`config.mk`:
```
export PLATFORM = sky130hd
export DESIGN_NAME = tl_source_shrinker_flat
export DESIGN_NICKNAME = d
export VERILOG_FILES = /design/src/rtl/tl_source_shrinker_if.sv /design/src/rtl/tl_source_shrinker.sv /design/src/flat_wrapper.sv
export SDC_FILE = /design/constraint.sdc
export NUM_CORES = 1
export LEC_CHECK = 0
export CORE_AREA = 5 5 167 169
export CTS_CLUSTER_SIZE = 12
export DETAILED_ROUTE_END_ITERATION = 10
export DIE_AREA = 0 0 172 174
export PLACE_DENSITY_LB_ADDON = 0.3
export SLEW_MARGIN = 5
export SYNTH_ARGS = -nofsm -noshare
export SYNTH_HDL_FRONTEND = slang
export SYNTH_SLANG_ARGS = --single-unit
```
`constraint.sdc`:
```
create_clock -name clk_i -period 1.7 [get_ports clk_i]
set_input_delay 0.34 -clock clk_i [delete_from_list [all_inputs] [get_ports clk_i]]
set_output_delay 0.34 -clock clk_i [all_outputs]
set_load 0.05 [all_outputs]
```
`src/rtl/tl_source_shrinker_if.sv`:
```
// TileLink A/D channel bundle (TL-UL/TL-UH) shared by the host and device sides
// of the source shrinker; only the source width differs between the two sides.
`ifndef TL_SIZE_WIDTH
`define TL_SIZE_WIDTH 3
`endif

interface tl_source_shrinker_if #(
  parameter int DataWidth   = 64,
  parameter int AddrWidth   = 56,
  parameter int SourceWidth = 3,
  parameter int SinkWidth   = 1
);
  logic                       a_valid;
  logic                       a_ready;
  logic [2:0]                 a_opcode;
  logic [2:0]                 a_param;
  logic [`TL_SIZE_WIDTH-1:0]  a_size;
  logic [SourceWidth-1:0]     a_source;
  logic [AddrWidth-1:0]       a_address;
  logic [DataWidth/8-1:0]     a_mask;
  logic                       a_corrupt;
  logic [DataWidth-1:0]       a_data;

  logic                       d_valid;
  logic                       d_ready;
  logic [2:0]                 d_opcode;
  logic [1:0]                 d_param;
  logic [`TL_SIZE_WIDTH-1:0]  d_size;
  logic [SourceWidth-1:0]     d_source;
  logic [SinkWidth-1:0]       d_sink;
  logic                       d_denied;
  logic                       d_corrupt;
  logic [DataWidth-1:0]       d_data;

  modport master (
    output a_valid, a_opcode, a_param, a_size, a_source, a_address, a_mask, a_corrupt, a_data,
    input  a_ready,
    input  d_valid, d_opcode, d_param, d_size, d_source, d_sink, d_denied, d_corrupt, d_data,
    output d_ready
  );

  modport slave (
    input  a_valid, a_opcode, a_param, a_size, a_source, a_address, a_mask, a_corrupt, a_data,
    output a_ready,
    output d_valid, d_opcode, d_param, d_size, d_source, d_sink, d_denied, d_corrupt, d_data,
    input  d_ready
  );
endinterface

```
`src/rtl/tl_source_shrinker.sv`:
```
// Narrows wide host source IDs onto a small pool of device source slots and
// restores the original ID on D responses; A and D channels only.
`ifndef TL_SIZE_WIDTH
`define TL_SIZE_WIDTH 3
`endif

module tl_source_shrinker_chk #(
  parameter int N    = 2,
  parameter int SrcW = 1
) (
  input  logic            clk_i,
  input  logic            rst_i,
  input  logic            d_valid,
  input  logic [SrcW-1:0] d_source,
  input  logic [N-1:0]    busy
);
  // A D beat must always target a slot that is currently in flight.
  d_on_busy_slot: assert property (@(posedge clk_i) disable iff (rst_i)
    d_valid |-> busy[d_source]);
endmodule

module tl_source_shrinker #(
  parameter int DataWidth         = 64,
  parameter int AddrWidth         = 56,
  parameter int HostSourceWidth   = 3,
  parameter int DeviceSourceWidth = 1,
  parameter int SinkWidth         = 1,
  parameter int MaxSize           = 6
) (
  input  logic                   clk_i,
  input  logic                   rst_i,
  tl_source_shrinker_if.slave    host,
  tl_source_shrinker_if.master   device
);
  localparam int N       = 2 ** DeviceSourceWidth;
  localparam int SzW     = `TL_SIZE_WIDTH;
  localparam int LgBytes = $clog2(DataWidth / 8);
  localparam int BeatW   = (MaxSize > LgBytes) ? (MaxSize - LgBytes + 1) : 1;

  if (DeviceSourceWidth > HostSourceWidth) begin : g_bad_width
    $fatal(1, "DeviceSourceWidth must not exceed HostSourceWidth");
  end

  typedef enum logic [0:0] {
    A_IDLE  = 1'b0,
    A_BURST = 1'b1
  } a_state_e;

  // Number of beats a message occupies; oversized requests are clamped to MaxSize.
  function automatic logic [BeatW-1:0] beats_of(input logic [SzW-1:0] size,
                                                input logic           has_data);
    logic [SzW-1:0] sz;
    sz = (size > SzW'(MaxSize)) ? SzW'(MaxSize) : size;
    if (has_data && (sz > SzW'(LgBytes))) begin
      beats_of = BeatW'(1) << (sz - SzW'(LgBytes));
    end else begin
      beats_of = BeatW'(1);
    end
  endfunction

  a_state_e                      a_state_r, a_state_n;
  logic [N-1:0]                  busy_r, busy_n;
  logic [HostSourceWidth-1:0]    orig_src_r [N];
  logic [DeviceSourceWidth-1:0]  a_slot_r, a_slot_n;
  logic [BeatW-1:0]              a_left_r, a_left_n;
  logic [BeatW-1:0]              d_left_r, d_left_n;

  logic [DeviceSourceWidth-1:0]  free_idx_s;
  logic                          any_free_s;
  logic                          a_inburst_s;
  logic                          a_gate_s;
  logic                          a_hs_s;
  logic                          alloc_s;
  logic                          d_hs_s;
  logic                          d_last_s;
  logic [BeatW-1:0]              a_beats_s;
  logic [BeatW-1:0]              d_beats_s;
  logic [N-1:0]                  busy_set_s;
  logic [N-1:0]                  busy_clr_s;
  logic [AddrWidth-1:0]          a_addr_s;
  logic [SinkWidth-1:0]          d_sink_s;

  // Lowest-index free slot, taken from the registered busy vector only.
  always_comb begin
    free_idx_s = {DeviceSourceWidth{1'b0}};
    for (int i = N - 1; i >= 0; i--) begin
      free_idx_s = busy_r[i] ? free_idx_s : DeviceSourceWidth'(i);
    end
  end

  assign any_free_s  = |(~busy_r);
  assign a_inburst_s = (a_state_r == A_BURST);
  assign a_gate_s    = a_inburst_s | any_free_s;

  assign device.a_valid = host.a_valid & a_gate_s;
  assign host.a_ready   = device.a_ready & a_gate_s;
  assign a_hs_s         = host.a_valid & host.a_ready;
  assign alloc_s        = a_hs_s & ~a_inburst_s;

  assign a_addr_s          = host.a_address;
  assign device.a_address  = a_addr_s;
  assign device.a_source   = a_inburst_s ? a_slot_r : free_idx_s;
  assign device.a_opcode   = host.a_opcode;
  assign device.a_param    = host.a_param;
  assign device.a_size     = host.a_size;
  assign device.a_mask     = host.a_mask;
  assign device.a_corrupt  = host.a_corrupt;
  assign device.a_data     = host.a_data;

  assign host.d_valid    = device.d_valid;
  assign device.d_ready  = host.d_ready;
  assign d_hs_s          = device.d_valid & device.d_ready;

  assign d_sink_s        = device.d_sink;
  assign host.d_sink     = d_sink_s;
  assign host.d_source   = orig_src_r[device.d_source];
  assign host.d_opcode   = device.d_opcode;
  assign host.d_param    = device.d_param;
  assign host.d_size     = device.d_size;
  assign host.d_denied   = device.d_denied;
  assign host.d_corrupt  = device.d_corrupt;
  assign host.d_data     = device.d_data;

  assign a_beats_s = beats_of(host.a_size, (host.a_opcode < 3'd4));
  assign d_beats_s = beats_of(device.d_size, (device.d_opcode == 3'd1));

  // Burst tracking for both channels and the slot busy vector update.
  always_comb begin
    a_state_n  = a_state_r;
    a_slot_n   = a_slot_r;
    a_left_n   = a_left_r;
    d_left_n   = d_left_r;
    d_last_s   = 1'b0;
    busy_set_s = {N{1'b0}};
    busy_clr_s = {N{1'b0}};

    case (a_state_r)
      A_IDLE: begin
        if (a_hs_s) begin
          busy_set_s[free_idx_s] = 1'b1;
          if (a_beats_s > BeatW'(1)) begin
            a_state_n = A_BURST;
            a_slot_n  = free_idx_s;
            a_left_n  = a_beats_s - BeatW'(1);
          end else begin
            a_state_n = A_IDLE;
          end
        end else begin
          a_state_n = A_IDLE;
        end
      end
      A_BURST: begin
        if (a_hs_s) begin
          a_left_n = a_left_r - BeatW'(1);
          if (a_left_r == BeatW'(1)) begin
            a_state_n = A_IDLE;
          end else begin
            a_state_n = A_BURST;
          end
        end else begin
          a_state_n = A_BURST;
        end
      end
      default: begin
        a_state_n = A_IDLE;
        a_left_n  = BeatW'(0);
      end
    endcase

    if (d_hs_s) begin
      if (d_left_r == BeatW'(0)) begin
        if (d_beats_s == BeatW'(1)) begin
          d_last_s = 1'b1;
        end else begin
          d_left_n = d_beats_s - BeatW'(1);
        end
      end else begin
        d_left_n = d_left_r - BeatW'(1);
        d_last_s = (d_left_r == BeatW'(1));
      end
    end else begin
      d_left_n = d_left_r;
    end

    if (d_last_s) begin
      busy_clr_s[device.d_source] = 1'b1;
    end else begin
      busy_clr_s = {N{1'b0}};
    end

    // Set after clear so a same-index allocate wins over a free.
    busy_n = (busy_r & ~busy_clr_s) | busy_set_s;
  end

  // State registers; in-flight transactions are discarded by reset.
  always_ff @(posedge clk_i) begin
    if (rst_i) begin
      a_state_r <= A_IDLE;
      busy_r    <= {N{1'b0}};
      a_slot_r  <= {DeviceSourceWidth{1'b0}};
      a_left_r  <= BeatW'(0);
      d_left_r  <= BeatW'(0);
      for (int i = 0; i < N; i++) begin
        orig_src_r[i] <= {HostSourceWidth{1'b0}};
      end
    end else begin
      a_state_r <= a_state_n;
      busy_r    <= busy_n;
      a_slot_r  <= a_slot_n;
      a_left_r  <= a_left_n;
      d_left_r  <= d_left_n;
      if (alloc_s) begin
        orig_src_r[free_idx_s] <= host.a_source;
      end
    end
  end

  tl_source_shrinker_chk #(
    .N    (N),
    .SrcW (DeviceSourceWidth)
  ) u_chk (
    .clk_i    (clk_i),
    .rst_i    (rst_i),
    .d_valid  (device.d_valid),
    .d_source (device.d_source),
    .busy     (busy_r)
  );
endmodule

```
`src/flat_wrapper.sv`:
```
// flat-port wrapper written by rule: the top's interface ports become plain ports
module tl_source_shrinker_flat 
#(
  parameter int DataWidth         = 64,
  parameter int AddrWidth         = 56,
  parameter int HostSourceWidth   = 3,
  parameter int DeviceSourceWidth = 1,
  parameter int SinkWidth         = 1,
  parameter int MaxSize           = 6
)
  (clk_i, rst_i, host_a_valid, host_a_opcode, host_a_param, host_a_size, host_a_source, host_a_address, host_a_mask, host_a_corrupt, host_a_data, host_a_ready, host_d_valid, host_d_opcode, host_d_param, host_d_size, host_d_source, host_d_sink, host_d_denied, host_d_corrupt, host_d_data, host_d_ready, device_a_valid, device_a_opcode, device_a_param, device_a_size, device_a_source, device_a_address, device_a_mask, device_a_corrupt, device_a_data, device_a_ready, device_d_valid, device_d_opcode, device_d_param, device_d_size, device_d_source, device_d_sink, device_d_denied, device_d_corrupt, device_d_data, device_d_ready);
  tl_source_shrinker_if #(.DataWidth(DataWidth), .AddrWidth(AddrWidth), .SourceWidth(3), .SinkWidth(SinkWidth)) host_i ();
  tl_source_shrinker_if #(.DataWidth(DataWidth), .AddrWidth(AddrWidth), .SourceWidth(1), .SinkWidth(SinkWidth)) device_i ();
  input  logic clk_i;
  input  logic rst_i;
  input wire logic [$bits(host_i.a_valid)-1:0] host_a_valid;
  input wire logic [$bits(host_i.a_opcode)-1:0] host_a_opcode;
  input wire logic [$bits(host_i.a_param)-1:0] host_a_param;
  input wire logic [$bits(host_i.a_size)-1:0] host_a_size;
  input wire logic [$bits(host_i.a_source)-1:0] host_a_source;
  input wire logic [$bits(host_i.a_address)-1:0] host_a_address;
  input wire logic [$bits(host_i.a_mask)-1:0] host_a_mask;
  input wire logic [$bits(host_i.a_corrupt)-1:0] host_a_corrupt;
  input wire logic [$bits(host_i.a_data)-1:0] host_a_data;
  output wire logic [$bits(host_i.a_ready)-1:0] host_a_ready;
  output wire logic [$bits(host_i.d_valid)-1:0] host_d_valid;
  output wire logic [$bits(host_i.d_opcode)-1:0] host_d_opcode;
  output wire logic [$bits(host_i.d_param)-1:0] host_d_param;
  output wire logic [$bits(host_i.d_size)-1:0] host_d_size;
  output wire logic [$bits(host_i.d_source)-1:0] host_d_source;
  output wire logic [$bits(host_i.d_sink)-1:0] host_d_sink;
  output wire logic [$bits(host_i.d_denied)-1:0] host_d_denied;
  output wire logic [$bits(host_i.d_corrupt)-1:0] host_d_corrupt;
  output wire logic [$bits(host_i.d_data)-1:0] host_d_data;
  input wire logic [$bits(host_i.d_ready)-1:0] host_d_ready;
  output wire logic [$bits(device_i.a_valid)-1:0] device_a_valid;
  output wire logic [$bits(device_i.a_opcode)-1:0] device_a_opcode;
  output wire logic [$bits(device_i.a_param)-1:0] device_a_param;
  output wire logic [$bits(device_i.a_size)-1:0] device_a_size;
  output wire logic [$bits(device_i.a_source)-1:0] device_a_source;
  output wire logic [$bits(device_i.a_address)-1:0] device_a_address;
  output wire logic [$bits(device_i.a_mask)-1:0] device_a_mask;
  output wire logic [$bits(device_i.a_corrupt)-1:0] device_a_corrupt;
  output wire logic [$bits(device_i.a_data)-1:0] device_a_data;
  input wire logic [$bits(device_i.a_ready)-1:0] device_a_ready;
  input wire logic [$bits(device_i.d_valid)-1:0] device_d_valid;
  input wire logic [$bits(device_i.d_opcode)-1:0] device_d_opcode;
  input wire logic [$bits(device_i.d_param)-1:0] device_d_param;
  input wire logic [$bits(device_i.d_size)-1:0] device_d_size;
  input wire logic [$bits(device_i.d_source)-1:0] device_d_source;
  input wire logic [$bits(device_i.d_sink)-1:0] device_d_sink;
  input wire logic [$bits(device_i.d_denied)-1:0] device_d_denied;
  input wire logic [$bits(device_i.d_corrupt)-1:0] device_d_corrupt;
  input wire logic [$bits(device_i.d_data)-1:0] device_d_data;
  output wire logic [$bits(device_i.d_ready)-1:0] device_d_ready;
  assign host_i.a_valid = host_a_valid;
  assign host_i.a_opcode = host_a_opcode;
  assign host_i.a_param = host_a_param;
  assign host_i.a_size = host_a_size;
  assign host_i.a_source = host_a_source;
  assign host_i.a_address = host_a_address;
  assign host_i.a_mask = host_a_mask;
  assign host_i.a_corrupt = host_a_corrupt;
  assign host_i.a_data = host_a_data;
  assign host_a_ready = host_i.a_ready;
  assign host_d_valid = host_i.d_valid;
  assign host_d_opcode = host_i.d_opcode;
  assign host_d_param = host_i.d_param;
  assign host_d_size = host_i.d_size;
  assign host_d_source = host_i.d_source;
  assign host_d_sink = host_i.d_sink;
  assign host_d_denied = host_i.d_denied;
  assign host_d_corrupt = host_i.d_corrupt;
  assign host_d_data = host_i.d_data;
  assign host_i.d_ready = host_d_ready;
  assign device_a_valid = device_i.a_valid;
  assign device_a_opcode = device_i.a_opcode;
  assign device_a_param = device_i.a_param;
  assign device_a_size = device_i.a_size;
  assign device_a_source = device_i.a_source;
  assign device_a_address = device_i.a_address;
  assign device_a_mask = device_i.a_mask;
  assign device_a_corrupt = device_i.a_corrupt;
  assign device_a_data = device_i.a_data;
  assign device_i.a_ready = device_a_ready;
  assign device_i.d_valid = device_d_valid;
  assign device_i.d_opcode = device_d_opcode;
  assign device_i.d_param = device_d_param;
  assign device_i.d_size = device_d_size;
  assign device_i.d_source = device_d_source;
  assign device_i.d_sink = device_d_sink;
  assign device_i.d_denied = device_d_denied;
  assign device_i.d_corrupt = device_d_corrupt;
  assign device_i.d_data = device_d_data;
  assign device_d_ready = device_i.d_ready;
  tl_source_shrinker #(.DataWidth(DataWidth), .AddrWidth(AddrWidth), .HostSourceWidth(HostSourceWidth), .DeviceSourceWidth(DeviceSourceWidth), .SinkWidth(SinkWidth), .MaxSize(MaxSize)) u_core (.clk_i(clk_i), .rst_i(rst_i), .host(host_i), .device(device_i));
endmodule
```
==> results of run 1 <==
-- power by group --
group | internal [W] | switching (W) | leakage [nW]
clock | 0.000314 | 0.000186 | 0.0385
sequential | 0.000466 | 0.0000143 | 0.161
combinational | 0.000231 | 0.000221 | 0.669
total | 0.00101 | 0.000422 | 0.868
-- cell usage after synthesis, drive strengths merged (3+ instances only) --
master / n / area [µm²]
a21oi: 3 / 15.01
a311oi: 3 / 26.28
and2: 7 / 43.79
buf: 216 / 1619
dfxtp: 12 / 240.2
edfxtp: 6 / 180.2
ha: 7 / 87.58
inv: 9 / 33.78
mux2: 3 / 33.78
mux2i: 4 / 40.04
nand2: 6 / 22.52
nand2b: 3 / 18.77
nand3b: 3 / 22.52
nor2: 8 / 30.03
nor3: 3 / 15.01
nor3b: 3 / 22.52
o21ai: 5 / 25.02
or3: 4 / 25.02
-- timing repair --
action / CTS / global route
hold endpoints to repair: 0 / 0
buffers inserted: 2 / 1
resized for setup: 10 / 10
pin swaps: 9 / 6
setup endpoints to repair: 10 / 10
-- layout make-up --
type,instances,area (µm²)
Clock buffer,3,75.07
Clock inverter,1,3.754
Fill cell,3102,24040
Inverter,9,33.78
Multi-Input combinational cell,85,654.4
Sequential cell,18,421.7
Tap cell,341,426.7
Timing Repair Buffer,72,768.2
-- cell families (layout without fill, tap and decap cells) --
kind of cell	Yosys count	after routing	synth area share
adder cells (fa/ha/maj)	7	7	0.03250
buffers and inverters	226	85	0.6147
flip-flops	18	18	0.1560
AND/OR/NAND/NOR	46	46	0.1003
multiplexers	7	7	0.02739
AO/OA/AOI/OAI	23	23	0.06267
XOR/XNOR	2	2	0.006501
-- worst max-delay path, cell delays in order --
cell	delay (ns)
dlygate4sd2_1	0.24
nand2b_4	0.13
or3_1	0.31
ha_2	0.18
xor2_1	0.15
o21a_1	0.18
o221a_2	0.23
-- worst max path at each step --
stage | cells after the start | slack (ns) | end | start
floorplan | 6 | 0.05 | u_core.a_left_r[2]$_SDFFE_PP0P_ | host_a_opcode[2]
global placement | 7 | -0.40 | u_core.a_left_r[2]$_SDFFE_PP0P_ | host_a_opcode[2]
detailed placement | 7 | -0.40 | u_core.a_left_r[2]$_SDFFE_PP0P_ | host_a_opcode[2]
CTS | 6 | 0.002 | u_core.a_left_r[2]$_SDFFE_PP0P_ | host_a_size[0]
global route | 6 | 0.006 | u_core.d_left_r[2]$_SDFFE_PP0P_ | device_d_opcode[2]
finish | 7 | 0.08 | u_core.a_left_r[2]$_SDFFE_PP0P_ | host_a_opcode[2]
-- sequential cells by signal, indices dropped and copies added, names as in the netlist --
register / count
u_core.a_left_r: 4
u_core.a_inburst_s: 1
u_core.d_left_r: 4
u_core.busy_r: 2
u_core.orig_src_r: 6
u_core.a_slot_r: 1
-- through the flow --
step	worst slack (ns)	util	std cells
floorplan	0.05193	-	329
global placement	-0.4026	0.08523	522
detailed placement	-0.3968	0.08523	522
CTS	0.001713	0.08878	528
global route	0.005834	0.09020	529
finish	0.08013	0.09020	529
-- metal layers --
layer  GRT usage  vias to the layer above
li1            -                      565
met3     0.04708                       90
met1     0.05008                      585
met4     0.05339                        2
met5     0.01672                        -
met2     0.06352                      189
==> metrics, run 1 <==
Routed Antenna Nets 0; Required @ worst endpoint 1.85 ns; Via Count between 1000 and 1500; CTS Buffer Depth 2; total wire length 8189 µm; total track usage 0.05285; VDD IR-drop max 0.0002571 V; Area Overhead vs Synth -11.56%; Fmax achieved 617.3 MHz; r2r endpoint u_core.d_left_r[1]$_SDFFE_PP0P_; CTS root buffer clkbuf_16; Rel. slew slack 0.7747; WHS 0.4983 ns; met1 WL 2673 µm; PortBufs 37; initial antenna violation count 0; iteration-0 DRC count of the detailed router 38; Vias/cell around 2.7; First-pass DRT Iterations 4; Critical Path Start Type input port; Cell Rows 60; commonest non-fill, non-tap cell in the layout buf_4; EDFF count, synth 6; asr flop ratio synth 0; CP Class input port to flip-flop; drt drc 0; Min-Delay Endpoint u_core.a_slot_r$_SDFFE_PP0P_; Tightest Hold Check Type flip-flop to flip-flop; metal2 WL 3040 µm; FF-to-FF setup slack 0.14 ns; total power 0.001433 W; diodes inserted 0; Skew-Pair Late Insertion Delay between 0.2 and 0.3 ns; first-pass GRT wire length 11050 µm; fin. max-slew vios 0; fin nets around 420; Syn Inst Count 329; Ports 444; Crit Path Max Fanout 2; Tmin final 1.620 ns; post-synthesis cell area around 0.0027 mm²; Initial Util 0.1020; Die Ht ~170 µm; run status completed; core box area 0.02643 mm²; LEAKAGE 0.8681 nW; cts hold-fix bufs 0; WHS Path Cells 2; post-synthesis sequential area ratio 0.1560; Worst-path clk slew 0.06 ns; TritonCTS clock tree built; syn_nets 559; beginning of the worst hold path u_core.a_slot_r$_SDFFE_PP0P_; post-DP HPWL 6943 µm; clk sinks 18; Hold Fails Final Rpt 0; DP Area 0.002252 mm²; routability cong. 0.5929; vias in the first global route 1568; Synth Register Bits 18; synthesized area per cell around 8.2 µm²; Top FF cell, synth dfxtp_1; Reg-to-Reg Start u_core.d_left_r[1]$_SDFFE_PP0P_; period utilization 0.9529; Final Instance Area 0.002384 mm²; Worst Path Arrival 1.77 ns; worst-margin pin slew 0.3353 ns; PD cells 601.1 mW/mm²; Reg2Reg Depth 6; accumulated negative setup slack 0 ns; most frequent cells in the layout buf_4, buf_12, dfxtp_1; per-cell routed wire length around 15 µm; routed wl met3 roughly 1600 µm; share of layout cells above drive strength 1 0.3830; Yosys cell types 38; Setup-failing EPs final 0; crit end category flip-flop; Setup Skew 0.002900 ns; H-tree Lvls 1; max-cap check violation count 0; number of CTS-inserted buffers 3; Synth warnings 0; largest net degree at the start of global routing 12; Die ar. 0.02993 mm²; width of the die 172 µm; RSZ-0062 raised after global routing no; max layer used met5; Overflow after GRT 0
Power figures use the tool's default switching activity.
==> run 2: changes to the inputs <==
clock period = 1.3 ns   (was 1.7 ns; I/O delays follow)
==> metrics, run 2 (same netlist as run 1, synthesis figures left out) <==
worst-margin pin slew 0.3547 ns (+0.01942 ns); Critical Path Start Type flip-flop; cts hold-fix bufs 0 (unchanged); filler-free cell count of the finished design 536 (+1.3%); TritonCTS clock tree built; total wire length 7658 µm (-6.5%); fin. max-slew vios 0 (unchanged); CTS Buffer Depth 2 (unchanged); PortBufs 37 (unchanged); initial antenna violation count 2 (+2); PD cells 749.1 mW/mm² (+25%); Setup-failing EPs final 17 (+17); first-pass GRT wire length 10200 µm (-7.7%); WHS 0.4394 ns (-0.05892 ns); total track usage 0.04751 (-0.005339); core box area 0.02643 mm² (unchanged); clk sinks 18 (unchanged); number of CTS-inserted buffers 3 (unchanged); Sw Pwr 0.0005920 W (+40%); max-cap check violation count 0 (unchanged); Routed Antenna Nets 0 (unchanged); sw frac 0.3034 (+0.008988); # fillers 3057 (-1.5%); width of the die 172 µm (unchanged); failing checks negative setup slack; Tmin final between 1.5 and 2 ns; iteration-0 DRC count of the detailed router 44 (+16%); RSZ-0062 raised after global routing yes; CP Class flip-flop to flip-flop; Cell Chain, Critical Path inv_2, ha_4, or3b_4, o21a_1, o221a_2; CP max stage delay 0.40 ns (+0.09 ns); vias in the first global route 1579 (+0.70%); Vias/cell 2.817 (+4.1%); WHS Path Cells 3 (+1); Reg2Reg Depth 5 (-1); Rel. slew slack 0.7617 (-0.01304); First-pass DRT Iterations 4 (unchanged); Worst-path clk slew 0.06 ns (about the same); commonest non-fill, non-tap cell in the layout buf_4; Slowest-stage cell, CP or3b_4; share of layout cells above drive strength 1 0.5233 (+0.1403); crit end category flip-flop; Hold Fails Final Rpt 0 (unchanged); Setup Skew 0.004303 ns (+0.001403 ns); Top delay family on crit path compound AO/OA/AOI/OAI gates; r2r endpoint u_core.d_left_r[1]$_SDFFE_PP0P_; routability cong. 0.6089 (+2.7%); Reg power frac 0.321 (-0.014); run status complete, but fails checks; Via Count 1510 (+5.5%); pre-CTS WS -0.8230 ns (-0.4262 ns); post-DP HPWL 6302 µm (-9.2%); Worst Path Arrival 1.67 ns (-0.10 ns); Min-Delay Endpoint u_core.busy_r[0]$_SDFF_PP0_; Die ar. 0.02993 mm² (unchanged); Skew-Pair Late Insertion Delay 0.26 ns (about the same); CTS root buffer clkbuf_16; Initial Util 0.1020 (unchanged); Cell Rows 60 (unchanged); Ports 444 (unchanged); Reg-to-Reg Start u_core.d_left_r[1]$_SDFFE_PP0P_; per-cell routed wire length 14.29 µm (-7.7%); Biggest register u_core.orig_src_r; H-tree Lvls 1 (unchanged); LEAKAGE 0.9518 nW (+9.6%); Required @ worst endpoint 1.45 ns (-0.40 ns); Area Overhead vs Synth -3.343%; beginning of the worst hold path device_d_source; fin nets 424 (+1.2%); internal power 0.001359 W (+34%); max FFs per register 6 (unchanged); Overflow after GRT 0 (unchanged); Fmax achieved 660.2 MHz; period utilization 1.165; Tightest Hold Check Type input port to flip-flop; Final WS setup -0.2148 ns (-0.2949 ns); drt drc 0 (unchanged); Die Ht 174 µm (unchanged); FF-to-FF setup slack -0.21 ns (-0.35 ns); Crit Path Max Fanout 5 (+3); dpl cells 527 (+0.96%); largest net degree at the start of global routing 12 (unchanged); combinational power share 0.335 (+0.019); VDD IR-drop max 0.0003976 V (+55%); most frequent cells in the layout buf_4, buf_12, nor2_1, buf_6; Clock power frac 0.345 (-0.004); CP bufs+invs 1 (unchanged); biggest regs u_core.orig_src_r: 6 flops, u_core.a_left_r: 4 flops, u_core.d_left_r: 4 flops
[run 2: final cells by class]
class | instances | area, µm² | area share
antenna | 2 | 5.005 | 0.001921
clock buffer | 3 | 75.07 | 0.02882
clock inverter | 1 | 3.754 | 0.001441
inverter | 9 | 33.78 | 0.01297
multi-input combinational | 85 | 780.7 | 0.2997
sequential | 18 | 431.7 | 0.1657
tap | 341 | 426.7 | 0.1638
timing repair buffer | 77 | 848.3 | 0.3256
[run 2: metrics by stage]
| stage | total power (W) | util | instance area, µm² | setup TNS [ns] |
|---|---|---|---|---|
| 2_1_floorplan | 0.002618 | - | 2730 | -0.8184 |
| 3_3_place_gp | 0.001253 | 0.08845 | 2337 | -13.36 |
| 3_5_place_dp | 0.001255 | 0.08845 | 2337 | -13.75 |
| 4_1_cts | 0.002000 | 0.09389 | 2481 | -1.885 |
| 5_1_grt | 0.002070 | 0.09848 | 2603 | -2.604 |
| 6_report | 0.001951 | 0.09858 | 2605 | -1.356 |
[run 2: power groups by stage]
| stage | clock [W] | combinational, W | sequential (W) |
|---|---|---|---|
| after global placement | 0 | 0.000614 | 0.000639 |
| after floorplan | 0 | 0.00198 | 0.000636 |
| after global routing | 0.000741 | 0.000699 | 0.000630 |
| after CTS | 0.000737 | 0.000636 | 0.000626 |
| final | 0.000672 | 0.000653 | 0.000626 |
| after detailed placement | 0 | 0.000617 | 0.000639 |
[run 2: worst max-delay path by stage]
stage,from,end,slack [ns],depth (start not counted)
2_1_floorplan,host_a_opcode[2],u_core.a_left_r[2]$_SDFFE_PP0P_,-0.23,6
3_3_place_gp,host_a_size[2],u_core.a_left_r[2]$_SDFFE_PP0P_,-0.78,7
3_5_place_dp,host_a_size[2],u_core.a_left_r[2]$_SDFFE_PP0P_,-0.82,7
4_1_cts,u_core.d_left_r[1]$_SDFFE_PP0P_,u_core.d_left_r[1]$_SDFFE_PP0P_,-0.21,5
5_1_grt,u_core.d_left_r[1]$_SDFFE_PP0P_,u_core.d_left_r[1]$_SDFFE_PP0P_,-0.26,5
6_report,u_core.d_left_r[1]$_SDFFE_PP0P_,u_core.d_left_r[1]$_SDFFE_PP0P_,-0.21,5
[run 2: routing by layer]
metal | share of wire | vias up | routed length [µm] | track usage
li1 | - | 582 | - | -
met5 | 0.0072 | - | 55 | 0.01338
met2 | 0.39 | 168 | 2973 | 0.06026
met4 | 0.13 | 2 | 975 | 0.05961
met1 | 0.28 | 636 | 2117 | 0.03791
met3 | 0.20 | 122 | 1536 | 0.04185
[run 2: worst reg2reg max path: stages (launching register included)]
cell and delay, ns:
dfxtp_2 0.32, inv_2 0.07, ha_4 0.13, or3b_4 0.40, o21a_1 0.21, o221a_2 0.27
[run 2: what timing repair did]
action,CTS,global route
resized for setup,39,31
hold endpoints to repair,0,0
endpoints found under the setup margin,31,24
pin swaps,17,11
buffers inserted,1,2
==> run 3: changes to the inputs <==
SETUP_SLACK_MARGIN = 0.5   (was unset)
==> metrics, run 3 (same netlist as run 1, synthesis figures left out) <==
Top delay family on crit path compound AO/OA/AOI/OAI gates; Reg2Reg Depth 5 (unchanged); Cell Chain, Critical Path inv_2, ha_4, or3b_4, o21a_1, o221a_2; most frequent cells in the layout buf_4, buf_6, buf_12; Hold Fails Final Rpt 0 (unchanged); post-DP HPWL 6405 µm (+1.6%); CP Class flip-flop to flip-flop; period utilization 1.162 (-0.003696); CTS Buffer Depth 2 (unchanged); Skew-Pair Late Insertion Delay 0.26 ns (about the same); drt drc 0 (unchanged); largest net degree at the start of global routing 11 (-1); iteration-0 DRC count of the detailed router 42 (-4.5%); width of the die 172 µm (unchanged); accumulated negative setup slack -1.182 ns (+0.1745 ns); met1 WL 2069 µm (-2.3%); H-tree Lvls 1 (unchanged); Ports 444 (unchanged); per-cell routed wire length 14.50 µm (+1.5%); First-pass DRT Iterations 4 (unchanged); Area Overhead vs Synth -0.04657%; share of layout cells above drive strength 1 0.5816 (+0.05832); max-cap check violation count 0 (unchanged); Fmax achieved 662.3 MHz (+0.32%); Initial Util 0.1020 (unchanged); Biggest register u_core.orig_src_r; total wire length 7785 µm (+1.7%); LEAKAGE 0.9902 nW (+4.0%); initial antenna violation count 0 (-2); PD cells 738.6 mW/mm² (-1.4%); core box area 0.02643 mm² (unchanged); cts hold-fix bufs 0 (unchanged); Die Ht 174 µm (unchanged); diodes inserted 0 (-2); Worst-path clk slew 0.06 ns (about the same); Slowest-stage cell, CP or3b_4; Tightest Hold Check Type input port to flip-flop; Cell Rows 60 (unchanged); clk sinks 18 (unchanged); TritonCTS clock tree built; Crit Path Max Fanout 5 (unchanged); WHS Path Cells 5 (+2); Via Count 1478 (-2.1%); max layer used met5; fin nets 427 (+0.71%); fin. max-slew vios 0 (unchanged); CTS root buffer clkbuf_16; max FFs per register 6 (unchanged); critical path depth 5 (unchanged); Required @ worst endpoint 1.45 ns (about the same); Setup-failing EPs final 14 (-3); vias in the first global route 1598 (+1.2%); routed wl met3 1517 µm (-1.2%); Overflow after GRT 0 (unchanged); RSZ-0062 raised after global routing yes; number of CTS-inserted buffers 3 (unchanged); Routed Antenna Nets 0 (unchanged); commonest non-fill, non-tap cell in the layout buf_4; Final WS setup -0.2100 ns (+0.004805 ns); total track usage 0.04974 (+0.002227); Worst Path Arrival 1.66 ns (about the same); VDD IR-drop max 0.0002953 V (-26%); first-pass GRT wire length 10820 µm (+6.1%); Rel. slew slack 0.7682 (+0.006543); worst-margin pin slew 0.3430 ns (-0.01176 ns); Tmin final 1.510 ns (-0.004805 ns); final core utilization 0.1019 (+0.003362); metal2 WL 3108 µm (+4.5%); failing checks negative setup slack; pre-CTS WS -0.7464 ns (+0.07660 ns); biggest regs u_core.orig_src_r: 6 flops, u_core.a_left_r: 4 flops, u_core.d_left_r: 4 flops; crit end category flip-flop; Critical Path Start Type flip-flop; Vias/cell 2.752 (-2.3%); CP bufs+invs 1 (unchanged); routability cong. 0.6279 (+3.1%); CP max stage delay 0.40 ns (about the same); Die ar. 0.02993 mm² (unchanged); Setup Skew 0.002704 ns (-0.001599 ns); run status complete, but fails checks; PortBufs 37 (unchanged)
==> run 3: cell types whose count changed in the layout (fill, tap and decap cells not counted), moves of 2 or more <==
cell / change
buf_4: -2
buf_6: +12
buf_8: +3
clkbuf_2: -3
clkdlybuf4s15_1: -2
clkdlybuf4s50_1: -2
diode_2: -2
dlygate4sd2_1: -2
dlymetal6s2s_1: -2
nor3_1: -2
==> run 3: routing by layer <==
layer,vias to the layer above,track usage
met4,2,0.06453
met2,167,0.06547
li1,590,-
met5,-,0.01672
met1,606,0.03912
met3,113,0.03957
==> run 3: repair_timing <==
action                                  4_1_cts  5_1_grt
endpoints found under the setup margin       42       40
pin swaps                                    19        8
resized for setup                           100        5
buffers inserted                              5        7
==> run 3: final cells by class <==
cell class	instances	area, µm²
Multi-Input combinational cell	85	798.3
Clock inverter	1	3.754
Fill cell	3026	23730
Clock buffer	3	75.07
Tap cell	341	426.7
Sequential cell	18	429.2
Timing Repair Buffer	80	927.1
Inverter	9	33.78
==> run 3: path summary, 6_finish.rpt <==
path / startpoint / to / slack (ns)
setup / recovery: u_core.d_left_r[1]$_SDFFE_PP0P_ / u_core.d_left_r[1]$_SDFFE_PP0P_ / -0.21
hold / removal: host_a_size[2] / u_core.a_slot_r$_SDFFE_PP0P_ / 0.48
setup reg to reg: u_core.d_left_r[1]$_SDFFE_PP0P_ / u_core.d_left_r[1]$_SDFFE_PP0P_ / -0.21
hold reg to reg: u_core.a_left_r[0]$_SDFFE_PP0P_ / u_core.a_left_r[0]$_SDFFE_PP0P_ / 0.51
==> run 3: metrics by stage <==
stage | cells | power (W) | cell area [µm²] | hold WS (ns)
after global routing | 537 | 0.002098 | 2694 | 0.5022
after CTS | 530 | 0.002014 | 2621 | 0.4648
after detailed placement | 521 | 0.001274 | 2356 | 0.4932
after floorplan | 329 | 0.002644 | 2813 | 0.3306
final | 537 | 0.001990 | 2694 | 0.4800
after global placement | 521 | 0.001269 | 2356 | 0.4808
==> run 3: power breakdown <==
group	switching, W	internal [W]	leakage (nW)	total, W
logic	0.000324	0.000369	0.789	0.000693
registers	0.0000194	0.000609	0.163	0.000628
clock network	0.000257	0.000411	0.0385	0.000668
==> run 3: worst register-to-register path: cells and delay by family (launching register included) <==
kind            cells  cell delay [ns]
fa+ha+maj           1             0.13
flops               1             0.32
buf+inv             1             0.07
simple gates        1             0.40
compound gates      2             0.49
